`src/rtl/skip_seq_ctrl.sv`:
```
// Skip-by-N count sequencer: config via valid/ready, armed then started, streams counts with last flag.
// Optional pass counter output wrap_cnt is enabled by defining SKIP_SEQ_CTRL_WRAPCNT_EN.
//
// state | meaning
// IDLE  | waiting for a configuration, start ignored
// ARMED | config latched, waiting for start (new config may overwrite)
// RUN   | streaming count beats
// DONE  | one-cycle done pulse after a one-shot pass
module skip_seq_ctrl #(
    parameter int WIDTH = 9,
    parameter int PER_W = 4
) (
    input  logic             clk,
    input  logic             rst,
    input  logic             cfg_valid,
    output logic             cfg_ready,
    input  logic [WIDTH-1:0] cfg_limit,
    input  logic [PER_W-1:0] cfg_period,
    input  logic             cfg_mode,
    input  logic             start,
    input  logic             stop,
    output logic             cnt_valid,
    input  logic             cnt_ready,
    output logic [WIDTH-1:0] cnt_data,
    output logic             cnt_last,
    output logic             busy,
    output logic             done
`ifdef SKIP_SEQ_CTRL_WRAPCNT_EN
    ,
    output logic [7:0]       wrap_cnt
`endif
);

    typedef enum logic [1:0] {S_IDLE, S_ARMED, S_RUN, S_DONE} state_t;

    localparam logic [PER_W-1:0] PER_ONE = PER_W'(1);

    state_t             r_state;
    state_t             w_state_nxt;
    logic [WIDTH-1:0]   r_cnt;
    logic [PER_W-1:0]   r_phase;
    logic [WIDTH-1:0]   r_limit;
    logic [PER_W-1:0]   r_period;
    logic               r_mode;
    logic               r_cnt_valid;
    logic               r_busy;
    logic               r_done;
    logic               w_cnt_valid_nxt;
    logic               w_busy_nxt;
    logic               w_done_nxt;
    logic               w_cfg_fire;
    logic               w_beat_fire;
    logic               w_phase_wrap;
    logic [1:0]         w_step;
    logic [WIDTH:0]     w_next;
    logic               w_last_cond;
`ifdef SKIP_SEQ_CTRL_WRAPCNT_EN
    logic [7:0]         r_wrap_cnt;
`endif

    assign cfg_ready   = (r_state == S_IDLE) || (r_state == S_ARMED);
    assign w_cfg_fire  = cfg_valid && cfg_ready;
    assign w_beat_fire = r_cnt_valid && cnt_ready;

    // Skip happens on the beat where the phase reaches P-1; P=0 never skips.
    assign w_phase_wrap = (r_period != '0) && (r_phase == (r_period - PER_ONE));
    assign w_step       = w_phase_wrap ? 2'd2 : 2'd1;
    assign w_next       = {1'b0, r_cnt} + {{(WIDTH-1){1'b0}}, w_step};
    assign w_last_cond  = (r_cnt == r_limit) || (w_next > {1'b0, r_limit});

    assign cnt_last  = (r_state == S_RUN) && w_last_cond;
    assign cnt_valid = r_cnt_valid;
    assign cnt_data  = r_cnt;
    assign busy      = r_busy;
    assign done      = r_done;
`ifdef SKIP_SEQ_CTRL_WRAPCNT_EN
    assign wrap_cnt  = r_wrap_cnt;
`endif

    always_ff @(posedge clk or posedge rst) begin
        if (rst) begin
            r_state     <= S_IDLE;
            r_cnt       <= '0;
            r_phase     <= '0;
            r_limit     <= '0;
            r_period    <= '0;
            r_mode      <= 1'b0;
            r_cnt_valid <= 1'b0;
            r_busy      <= 1'b0;
            r_done      <= 1'b0;
`ifdef SKIP_SEQ_CTRL_WRAPCNT_EN
            r_wrap_cnt  <= '0;
`endif
        end else begin
            r_state     <= w_state_nxt;
            r_cnt_valid <= w_cnt_valid_nxt;
            r_busy      <= w_busy_nxt;
            r_done      <= w_done_nxt;

            if (w_cfg_fire) begin
                r_limit  <= cfg_limit;
                r_period <= cfg_period;
                r_mode   <= cfg_mode;
            end

            if ((r_state == S_ARMED) && start) begin
                r_cnt   <= '0;
                r_phase <= '0;
            end else if ((r_state == S_RUN) && w_beat_fire) begin
                if (w_last_cond) begin
                    // One-shot keeps the final value visible; continuous restarts with no bubble.
                    if (r_mode) begin
                        r_cnt   <= '0;
                        r_phase <= '0;
                    end
                end else begin
                    r_cnt <= w_next[WIDTH-1:0];
                    if (w_phase_wrap || (r_period == '0))
                        r_phase <= '0;
                    else
                        r_phase <= r_phase + PER_ONE;
                end
            end

`ifdef SKIP_SEQ_CTRL_WRAPCNT_EN
            if (w_cfg_fire)
                r_wrap_cnt <= '0;
            else if ((r_state == S_RUN) && w_beat_fire && w_last_cond && r_mode
                     && (r_wrap_cnt != 8'hFF))
                r_wrap_cnt <= r_wrap_cnt + 8'd1;
`endif
        end
    end

    always_comb begin
        w_state_nxt = r_state;
        case (r_state)
            S_IDLE:  if (w_cfg_fire) w_state_nxt = S_ARMED;
            S_ARMED: if (start) w_state_nxt = S_RUN;
            S_RUN: begin
                if (stop)
                    w_state_nxt = S_IDLE;
                else if (w_beat_fire && w_last_cond && !r_mode)
                    w_state_nxt = S_DONE;
            end
            S_DONE:  w_state_nxt = S_IDLE;
            default: w_state_nxt = S_IDLE;
        endcase
    end

    always_comb begin
        w_cnt_valid_nxt = 1'b0;
        w_busy_nxt      = 1'b0;
        w_done_nxt      = 1'b0;
        case (w_state_nxt)
            S_RUN: begin
                w_cnt_valid_nxt = 1'b1;
                w_busy_nxt      = 1'b1;
            end
            S_DONE:  w_done_nxt = 1'b1;
            default: ;
        endcase
    end

endmodule
```
`config.mk`:
```
export PLATFORM = sky130hd
export DESIGN_NAME = skip_seq_ctrl
export DESIGN_NICKNAME = d
export VERILOG_FILES = /design/src/rtl/skip_seq_ctrl.sv
export SDC_FILE = /design/constraint.sdc
export NUM_CORES = 1
export LEC_CHECK = 0
export BUFFER_PORTS_ARGS = -buffer_cell sky130_fd_sc_hd__buf_2
export CORE_ASPECT_RATIO = 1.1
export CORE_UTILIZATION = 55
export CTS_CLUSTER_SIZE = 8
export DETAILED_ROUTE_END_ITERATION = 8
export GPL_ROUTABILITY_DRIVEN = 0
export GPL_TIMING_DRIVEN = 0
export PLACE_DENSITY = 0.8
export REMOVE_ABC_BUFFERS = 1
export SYNTH_ARGS = -nofsm -noshare
export SYNTH_HDL_FRONTEND = slang
export SYNTH_SLANG_ARGS = --single-unit
```
`constraint.sdc`:
```
create_clock -name clk -period 11.4 [get_ports clk]
set_clock_uncertainty 0.1 [all_clocks]
set_input_delay 1.71 -clock clk [delete_from_list [all_inputs] [get_ports clk]]
set_output_delay 1.71 -clock clk [all_outputs]
set_load 0.01 [all_outputs]
```
==> results of run 1 <==
[power by group through the flow]
stage,logic (mW),clock network [mW],registers (mW)
finish,0.189,0.0661,0.172
global route,0.220,0.0731,0.177
global placement,0.184,0,0.173
floorplan,0.145,0,0.170
detailed placement,0.192,0,0.174
CTS,0.193,0.0671,0.173
[placed cells by master (no fill, tap or decap), drive strengths merged, types with 2 or more instances in the layout]
cell type	Yosys	routed
dfrtp	31	31
buf	5	33
a21oi	4	4
nand2b	2	2
nand4	4	4
and2	2	2
nor3	4	4
nand3	11	11
xor2	8	8
nand2	22	22
ha	14	14
o21ai	15	15
inv	19	19
nor2	7	7
nor2b	5	5
and3	4	4
a31oi	2	2
clkbuf	4	6
mux2	4	4
o211ai	2	2
xnor2	14	14
a22o	5	5
[routing by layer]
layer  vias up  GRT usage (%)  part of all wire, %
met2        32          38.35                   51
li1        770              -                    -
met3         8          6.188                  3.5
met1       678          27.33                   44
met5         -              0                    0
met4         0          8.929                  1.6
[per-stage QoR]
stage               utilization, %  area (um2)  cells
finish                       64.60        2187    284
global route                 64.60        2187    284
CTS                          64.60        2187    284
detailed placement           62.93        2131    277
global placement             62.86        2128    277
floorplan                        -        1903    196
[final timing paths]
kind / slack, ns / cells past startpoint / endpoint
max: 4.80 / 20 / cnt_last
min: 0.47 / 1 / r_period[3]$_DFFE_PP0P_
max reg2reg: 6.58 / 20 / cnt_data[7]$_DFFE_PP0P_
min reg2reg: 0.47 / 1 / r_period[3]$_DFFE_PP0P_
max in group asynchronous: 8.95 / 2 / r_limit[8]$_DFFE_PP0P_
min in group asynchronous: 1.54 / 2 / r_phase[3]$_DFFE_PP0P_
[synth_stat cells, types with 2 or more instances]
| cell type | n |
|---|---|
| sky130_fd_sc_hd__dfrtp_1 | 31 |
| sky130_fd_sc_hd__nand2_1 | 22 |
| sky130_fd_sc_hd__inv_1 | 19 |
| sky130_fd_sc_hd__ha_1 | 14 |
| sky130_fd_sc_hd__o21ai_0 | 14 |
| sky130_fd_sc_hd__xnor2_1 | 13 |
| sky130_fd_sc_hd__nand3_1 | 11 |
| sky130_fd_sc_hd__xor2_1 | 8 |
| sky130_fd_sc_hd__nor2_1 | 7 |
| sky130_fd_sc_hd__a22o_1 | 5 |
| sky130_fd_sc_hd__nor2b_1 | 5 |
| sky130_fd_sc_hd__and3_1 | 4 |
| sky130_fd_sc_hd__clkbuf_1 | 4 |
| sky130_fd_sc_hd__mux2_2 | 4 |
| sky130_fd_sc_hd__nand4_1 | 4 |
| sky130_fd_sc_hd__nor3_1 | 4 |
| sky130_fd_sc_hd__a21oi_1 | 3 |
| sky130_fd_sc_hd__buf_6 | 3 |
| sky130_fd_sc_hd__a31oi_1 | 2 |
| sky130_fd_sc_hd__nand2b_1 | 2 |
| sky130_fd_sc_hd__o211ai_1 | 2 |
[worst max-delay path, delay by kind of cell, from the launching register on]
kind | cells | cell delay, ns
flip-flops | 1 | 0.40
AND/OR/NAND/NOR | 8 | 1.55
adder cells (fa/ha/maj) | 4 | 1.14
buffers and inverters | 3 | 0.30
AO/OA/AOI/OAI | 2 | 0.54
XOR/XNOR | 3 | 0.53
[kinds of logic after synthesis]
kind of cell | after synthesis | share of synthesized area [%]
xor+xnor | 22 | 10.19
buf+inv | 28 | 6.751
mux | 4 | 2.293
fa+ha+maj | 15 | 9.936
flops | 31 | 39.49
compound gates | 39 | 13.38
simple gates | 66 | 17.96
[area by class of cell]
cell class | count | area share, %
sequential | 31 | 35.47
clock inverter | 1 | 0.2288
clock buffer | 6 | 2.346
inverter | 19 | 3.261
timing repair buffer | 33 | 7.551
tap | 48 | 2.746
multi-input combinational | 146 | 48.40
[state kept, by name, indices dropped and copies added (netlist names)]
| signal | count |
|---|---|
| done | 1 |
| r_mode | 1 |
| r_phase | 4 |
| cnt_data | 9 |
| r_period | 4 |
| r_state | 2 |
| r_limit | 9 |
| busy | 1 |
==> metrics.txt, run 1 <==
# TYPE chip_impl_metric gauge
chip_impl_metric{name="grt_max_degree",unit=""} 32
chip_impl_metric{name="rows",unit=""} 22
chip_impl_metric{name="hpwl",unit="mm"} 2.850
chip_impl_metric{name="insertion_delay",unit="ns"} 0.34
chip_impl_metric{name="cts_num_sinks",unit=""} 31
chip_impl_metric{name="vias_per_cell",unit=""} 5.239
chip_impl_metric{name="synth-edff-count",unit=""} 0
chip_impl_metric{name="worstPathRequired",unit="ns"} 9.59
chip_impl_metric{name="design.die.area",unit="um2"} 3815
chip_impl_metric{name="yosys_warnings",unit=""} 0
chip_impl_metric{name="clock_tree.buffer_depth",unit=""} 2
chip_impl_metric{name="portBuffers",unit=""} 33
chip_impl_info{name="startpoint_type",value="flop"} 1
chip_impl_metric{name="initial_utilization",unit="%"} 58.02
chip_impl_info{name="cp-end-kind",value="output pin"} 1
chip_impl_metric{name="groute.usage.overall",unit="%"} 22.81
chip_impl_metric{name="final_critical_path_setup_slack",unit="ns"} 4.798
chip_impl_info{name="status",value="complete, no violations"} 1
chip_impl_metric{name="power.total",unit="uW"} 427.0
chip_impl_info{name="critical_path.cell_chain",value="inv_1 -> ha_1 -> xnor2_1 -> xnor2_1 -> nand4_1 -> nand2b_1 -> ha_1 -> inv_1 -> fa_1 -> nor2_1 -> nand3_1 -> xnor2_1 -> ha_1 -> and3_1 -> a221oi_1 -> nor2b_1 -> o22a_1 -> nor3b_2 -> nor2_1 -> buf_2"} 1
chip_impl_metric{name="max_slew.worst_pin.slew",unit="ns"} 1.148
chip_impl_metric{name="ratio_of_final_minimum_period_to_clock_period",unit="%"} 57.91
chip_impl_info{name="synth.top_cells.by_area",value="sky130_fd_sc_hd__dfrtp_1 (39%), sky130_fd_sc_hd__ha_1 (8.9%), sky130_fd_sc_hd__xnor2_1 (5.8%)"} 1
chip_impl_metric{name="cts.hold.buffers_added",unit=""} 0
chip_impl_metric{name="htreeDepth",unit=""} 2
chip_impl_metric{name="antenna_found_initial",unit=""} 0
chip_impl_metric{name="timing_max_transition_violations_final",unit=""} 0
chip_impl_metric{name="synthArstFlopShare",unit="%"} 100.0
chip_impl_metric{name="final_layout_setup_total_negative_slack",unit="ns"} 0
chip_impl_metric{name="n_antenna_cell",unit=""} 0
chip_impl_metric{name="p_switching",unit="uW"} 172.7
chip_impl_metric{name="multi_input_area",unit="um2"} 1059
chip_impl_metric{name="fp.dieH",unit="um"} 64.68
chip_impl_info{name="clock_root_cell",value="sky130_fd_sc_hd__clkbuf_4"} 1
chip_impl_info{name="min-delay-start",value="r_period[3]$_DFFE_PP0P_"} 1
chip_impl_metric{name="design.final.nets",unit=""} 271
chip_impl_info{name="dominantRegCellSynth",value="sky130_fd_sc_hd__dfrtp_1"} 1
chip_impl_metric{name="synth_sequential_area_ratio",unit="%"} 39.49
chip_impl_metric{name="detailedPlace.worstSlack",unit="ns"} 5.238
chip_impl_metric{name="worst-endpoint-arrival",unit="ns"} 4.79
chip_impl_metric{name="setup_violations",unit=""} 0
chip_impl_metric{name="postCtsSetupRepairBufs",unit=""} 0
chip_impl_info{name="critical_path.startpoint",value="r_period[0]$_DFFE_PP0P_"} 1
chip_impl_metric{name="global_route.overflow_total",unit=""} 0
chip_impl_metric{name="cts_resized",unit=""} 0
chip_impl_metric{name="p_comb_share",unit="%"} 44.2
chip_impl_metric{name="p_int",unit="uW"} 254.3
chip_impl_metric{name="antenna_left",unit=""} 0
chip_impl_metric{name="drt_pre_antenna_iters",unit=""} 4
chip_impl_metric{name="synth_cell_type_count",unit=""} 45
chip_impl_metric{name="path_max_fanout",unit=""} 8
chip_impl_metric{name="final_hold_viol_count",unit=""} 0
chip_impl_metric{name="core-area",unit="um2"} 3386
chip_impl_metric{name="ir_worst_vdd",unit="V"} 0.0001222
chip_impl_metric{name="sw_frac_of_total",unit="%"} 40.45
chip_impl_info{name="cp_max_stage_cell",value="sky130_fd_sc_hd__fa_1"} 1
chip_impl_metric{name="max_cap_viol",unit=""} 0
chip_impl_metric{name="fin_crit",unit="ns"} 6.602
chip_impl_metric{name="synth_top_area_share",unit="%"} 39.49
chip_impl_metric{name="drc_errors_left",unit=""} 0
chip_impl_info{name="reg2reg_from",value="r_period[0]$_DFFE_PP0P_"} 1
chip_impl_metric{name="clock.fmax",unit="MHz"} 151.5
chip_impl_metric{name="clk_pin_slew_worst_paths",unit="ns"} 0.10
chip_impl_metric{name="io-pin-count",unit=""} 34
chip_impl_metric{name="grt_pass1_vias",unit=""} 1492
chip_impl_metric{name="per_cell_routed_wire_length",unit="um"} 13.12
chip_impl_metric{name="cts-buffers-inserted",unit=""} 5
chip_impl_info{name="cts_tree",value="done"} 1
chip_impl_metric{name="worst_slack_on_hold_paths",unit="ns"} 0.4701
chip_impl_metric{name="final-seq-area",unit="um2"} 775.7
chip_impl_info{name="post-synth-top-area-cell",value="sky130_fd_sc_hd__dfrtp_1"} 1
chip_impl_metric{name="cpPeakStageDelay",unit="ns"} 0.44
chip_impl_metric{name="slew-limit-headroom",unit="%"} 23.37
chip_impl_metric{name="global_route_wire_length_before_repair",unit="mm"} 6.389
chip_impl_metric{name="drtIter0Drc",unit=""} 51
chip_impl_metric{name="totalWireLength",unit="mm"} 3.725
chip_impl_metric{name="fillerInstances",unit=""} 307
chip_impl_metric{name="route.vias.total",unit=""} 1488
chip_impl_metric{name="power_dens_cells",unit="nW/um2"} 195.2
chip_impl_metric{name="clockPowerShare",unit="%"} 15.5
chip_impl_metric{name="synth.ff_latch_count",unit=""} 31
chip_impl_metric{name="post_synth.cell_area_avg",unit="um2"} 9.582
chip_impl_info{name="worstSetupPathType",value="reg -> out"} 1
chip_impl_metric{name="x_dimension_of_the_die",unit="um"} 58.98
chip_impl_metric{name="post_route_cells_drive_above_1_share",unit="%"} 21.61
chip_impl_info{name="setup_repair_after_global_routing_missed_its_margin",value="no"} 1
chip_impl_metric{name="p_leak",unit="nW"} 1.087
chip_impl_metric{name="post_synth_inst_count",unit=""} 205
chip_impl_info{name="hold_path.class",value="reg -> reg"} 1
chip_impl_metric{name="syn_to_final_growth",unit="%"} 11.34
chip_impl_metric{name="share_seq_of_total_power",unit="%"} 40.3
chip_impl_metric{name="mappedNetlistArea",unit="um2"} 1964
(Power assumes the default switching activity.)
==> run 2, diff against run 1 <==
--- a/config.mk
+++ b/config.mk
@@ -7,12 +7,12 @@
 export LEC_CHECK = 0
 export BUFFER_PORTS_ARGS = -buffer_cell sky130_fd_sc_hd__buf_2
 export CORE_ASPECT_RATIO = 1.1
-export CORE_UTILIZATION = 55
+export CORE_UTILIZATION = 50
 export CTS_CLUSTER_SIZE = 8
 export DETAILED_ROUTE_END_ITERATION = 8
 export GPL_ROUTABILITY_DRIVEN = 0
 export GPL_TIMING_DRIVEN = 0
-export PLACE_DENSITY = 0.8
+export PLACE_DENSITY = 0.77
 export REMOVE_ABC_BUFFERS = 1
 export SYNTH_ARGS = -nofsm -noshare
 export SYNTH_HDL_FRONTEND = slang
==> constraint.sdc (replaced) <==
create_clock -name clk -period 5.8 [get_ports clk]
set_clock_uncertainty 0.1 [all_clocks]
set_input_delay 0.87 -clock clk [delete_from_list [all_inputs] [get_ports clk]]
set_output_delay 0.87 -clock clk [all_outputs]
set_load 0.01 [all_outputs]
==> metrics.txt, run 2 (synthesized netlist as in run 1, its figures left out) <==
# TYPE chip_impl_metric gauge
chip_impl_metric{name="met3WireLength",unit="um"} 133
chip_impl_metric{name="power_dens_cells",unit="nW/um2"} 399.0
chip_impl_metric{name="groute.usage.overall",unit="%"} 20.02
chip_impl_metric{name="ratio_of_final_minimum_period_to_clock_period",unit="%"} 93.60
chip_impl_metric{name="ff2ff_path_depth",unit=""} 21
chip_impl_metric{name="cts-buffers-inserted",unit=""} 5
chip_impl_metric{name="insertion_delay",unit="ns"} 0.29
chip_impl_metric{name="hpwl",unit="mm"} 2.735
chip_impl_metric{name="clock_tree.buffer_depth",unit=""} 2
chip_impl_metric{name="final_hold_viol_count",unit=""} 0
chip_impl_metric{name="total_met2_wirelength_after_detailed_routing",unit="mm"} 1.748
chip_impl_metric{name="cts_num_sinks",unit=""} 31
chip_impl_metric{name="clock.fmax",unit="MHz"} 184.2
chip_impl_metric{name="p_leak",unit="nW"} 1.113
chip_impl_metric{name="syn_to_final_growth",unit="%"} 14.40
chip_impl_metric{name="drtIter0Drc",unit=""} 53
chip_impl_info{name="layout.cells.most_common_list",value="sky130_fd_sc_hd__buf_2 (33), sky130_fd_sc_hd__dfrtp_1 (31), sky130_fd_sc_hd__nand2_1 (22)"} 1
chip_impl_metric{name="design.die.area",unit="um2"} 4184
chip_impl_info{name="status",value="complete, no violations"} 1
chip_impl_metric{name="per_cell_routed_wire_length",unit="um"} 12.54
chip_impl_metric{name="ir_worst_vdd",unit="V"} 0.0002204
chip_impl_info{name="startpoint_type",value="flop"} 1
chip_impl_info{name="min-delay-start",value="r_period[3]$_DFFE_PP0P_"} 1
chip_impl_metric{name="worst-endpoint-arrival",unit="ns"} 4.46
chip_impl_metric{name="wirelength_met1",unit="mm"} 1.647
chip_impl_info{name="clock_root_cell",value="sky130_fd_sc_hd__clkbuf_8"} 1
chip_impl_info{name="hold_path.class",value="reg -> reg"} 1
chip_impl_metric{name="setup_violations",unit=""} 0
chip_impl_metric{name="grt_pass1_vias",unit=""} 1364
chip_impl_metric{name="antenna_found_initial",unit=""} 0
chip_impl_info{name="holdPathEnd",value="r_period[3]$_DFFE_PP0P_"} 1
chip_impl_metric{name="worstPathRequired",unit="ns"} 4.83
chip_impl_info{name="top_layer_used",value="met4"} 1
chip_impl_metric{name="global_route_wire_length_before_repair",unit="mm"} 5.906
chip_impl_metric{name="p_int",unit="uW"} 554.4
chip_impl_metric{name="rows",unit=""} 23
chip_impl_metric{name="fp.dieH",unit="um"} 67.74
chip_impl_metric{name="power.total",unit="uW"} 896.6
chip_impl_metric{name="route.vias.total",unit=""} 1484
chip_impl_metric{name="totalWireLength",unit="mm"} 3.611
chip_impl_metric{name="global_route.overflow_total",unit=""} 0
chip_impl_metric{name="post_route_cells_drive_above_1_share",unit="%"} 21.85
chip_impl_info{name="r2r_end",value="r_phase[2]$_DFFE_PP0P_"} 1
chip_impl_metric{name="max_cap_viol",unit=""} 0
chip_impl_metric{name="io-pin-count",unit=""} 34
chip_impl_info{name="setup_repair_after_global_routing_missed_its_margin",value="no"} 1
chip_impl_info{name="worstSetupPathType",value="reg -> out"} 1
chip_impl_metric{name="vias_per_cell",unit=""} 5.153
chip_impl_metric{name="x_dimension_of_the_die",unit="um"} 61.76
chip_impl_metric{name="grt_max_degree",unit=""} 32
chip_impl_metric{name="clockPowerShare",unit="%"} 20.7
chip_impl_metric{name="drt_pre_antenna_iters",unit=""} 4
chip_impl_metric{name="drc_errors_left",unit=""} 0
chip_impl_info{name="cts_tree",value="done"} 1
chip_impl_info{name="layout.cells.most_common",value="sky130_fd_sc_hd__buf_2"} 1
chip_impl_metric{name="fillerInstances",unit=""} 319
chip_impl_metric{name="n_antenna_cell",unit=""} 0
chip_impl_metric{name="slew-limit-headroom",unit="%"} 22.34
chip_impl_metric{name="path_max_fanout",unit=""} 4
chip_impl_metric{name="max_slew.worst_pin.slew",unit="ns"} 1.164
chip_impl_metric{name="initial_utilization",unit="%"} 52.92
chip_impl_metric{name="design.final.nets",unit=""} 272
chip_impl_metric{name="htreeDepth",unit=""} 2
chip_impl_metric{name="core-area",unit="um2"} 3712
chip_impl_metric{name="min_path_cells",unit=""} 1
chip_impl_metric{name="register_to_register_setup_slack",unit="ns"} 1.12
chip_impl_metric{name="fin_crit",unit="ns"} 5.429
chip_impl_metric{name="p_comb_share",unit="%"} 41.3
chip_impl_info{name="critical_path.startpoint",value="r_period[0]$_DFFE_PP0P_"} 1
chip_impl_metric{name="worst_slack_on_hold_paths",unit="ns"} 0.4566
chip_impl_metric{name="timing_max_transition_violations_final",unit=""} 0
chip_impl_metric{name="final_layout_setup_total_negative_slack",unit="ns"} 0
chip_impl_metric{name="antenna_left",unit=""} 0
chip_impl_metric{name="clk_pin_slew_worst_paths",unit="ns"} 0.07
chip_impl_metric{name="portBuffers",unit=""} 33
chip_impl_metric{name="sw_frac_of_total",unit="%"} 38.17
chip_impl_metric{name="p_switching",unit="uW"} 342.2
chip_impl_metric{name="share_seq_of_total_power",unit="%"} 38.0
chip_impl_info{name="cp-end-kind",value="output pin"} 1
chip_impl_info{name="reg2reg_from",value="r_period[0]$_DFFE_PP0P_"} 1
-- run 2: cell types whose count changed in the layout (fill, tap and decap cells not counted), sizes merged --
cell | before | now
clkbuf | 6 | 8
buf | 33 | 34
clkinv | 1 | 0
-- run 2: cell type report --
cell class	instances	area, um2	area share (%)
timing repair buffer	34	172.7	7.684
inverter	19	71.32	3.174
tap	50	62.56	2.784
clock buffer	8	100.1	4.454
sequential	31	775.7	34.52
multi-input combinational	146	1065	47.38
-- run 2: worst max-delay path by stage --
stage / to / slack, ns
after floorplan: cnt_last / 1.06
after global placement: cnt_last / 0.52
after detailed placement: cnt_last / 0.45
after CTS: cnt_last / 0.10
after global routing: cnt_last / 0.02
final: cnt_last / 0.37
-- run 2: power groups by stage --
stage	sequential (mW)	combinational (mW)	clock, mW
4_1_cts	0.341	0.373	0.190
3_5_place_dp	0.343	0.371	0
3_3_place_gp	0.340	0.362	0
2_1_floorplan	0.335	0.284	0
5_1_grt	0.350	0.426	0.200
6_report	0.341	0.371	0.186
-- run 2: worst max-delay path, cell delays in order, from the launching register on --
cell and delay (ns):
sky130_fd_sc_hd__dfrtp_1 0.40, sky130_fd_sc_hd__inv_1 0.09, sky130_fd_sc_hd__ha_1 0.21, sky130_fd_sc_hd__xnor2_1 0.19, sky130_fd_sc_hd__xnor2_1 0.08, sky130_fd_sc_hd__nand4_1 0.12
sky130_fd_sc_hd__nand2b_1 0.20, sky130_fd_sc_hd__ha_1 0.19, sky130_fd_sc_hd__inv_1 0.06, sky130_fd_sc_hd__fa_1 0.43, sky130_fd_sc_hd__nor2_1 0.25, sky130_fd_sc_hd__nand3_1 0.14
sky130_fd_sc_hd__xnor2_1 0.22, sky130_fd_sc_hd__ha_1 0.27, sky130_fd_sc_hd__and3_1 0.22, sky130_fd_sc_hd__a221oi_1 0.32, sky130_fd_sc_hd__nor2b_1 0.10, sky130_fd_sc_hd__o22a_1 0.24
sky130_fd_sc_hd__nor3b_4 0.24, sky130_fd_sc_hd__nor2_1 0.06, sky130_fd_sc_hd__buf_2 0.14
-- run 2: what timing repair did --
| item | in CTS | in global routing |
|---|---|---|
| endpoints found under the hold margin | 0 | 0 |
| setup endpoints to repair | 0 | 1 |
| resized for setup | 0 | 1 |
| buffers inserted | 0 | 1 |
| hold buffers | 0 | 0 |
-- run 2: routing by layer --
layer / global-route usage, % / vias up
li1: - / 774
met1: 24.04 / 668
met2: 33.06 / 35
met3: 4.023 / 7
met4: 10.83 / 0
met5: 0 / -
-- run 2: stage by stage --
step                worst slack (ns)  utilization [%]  cells  cell area [um2]
finish                        0.3710            60.53    288             2247
CTS                           0.1000            60.16    287             2233
detailed placement            0.4469            57.47    279             2133
global route                 0.02458            60.53    288             2247
global placement              0.5198            57.40    279             2131
floorplan                      1.057                -    196             1903
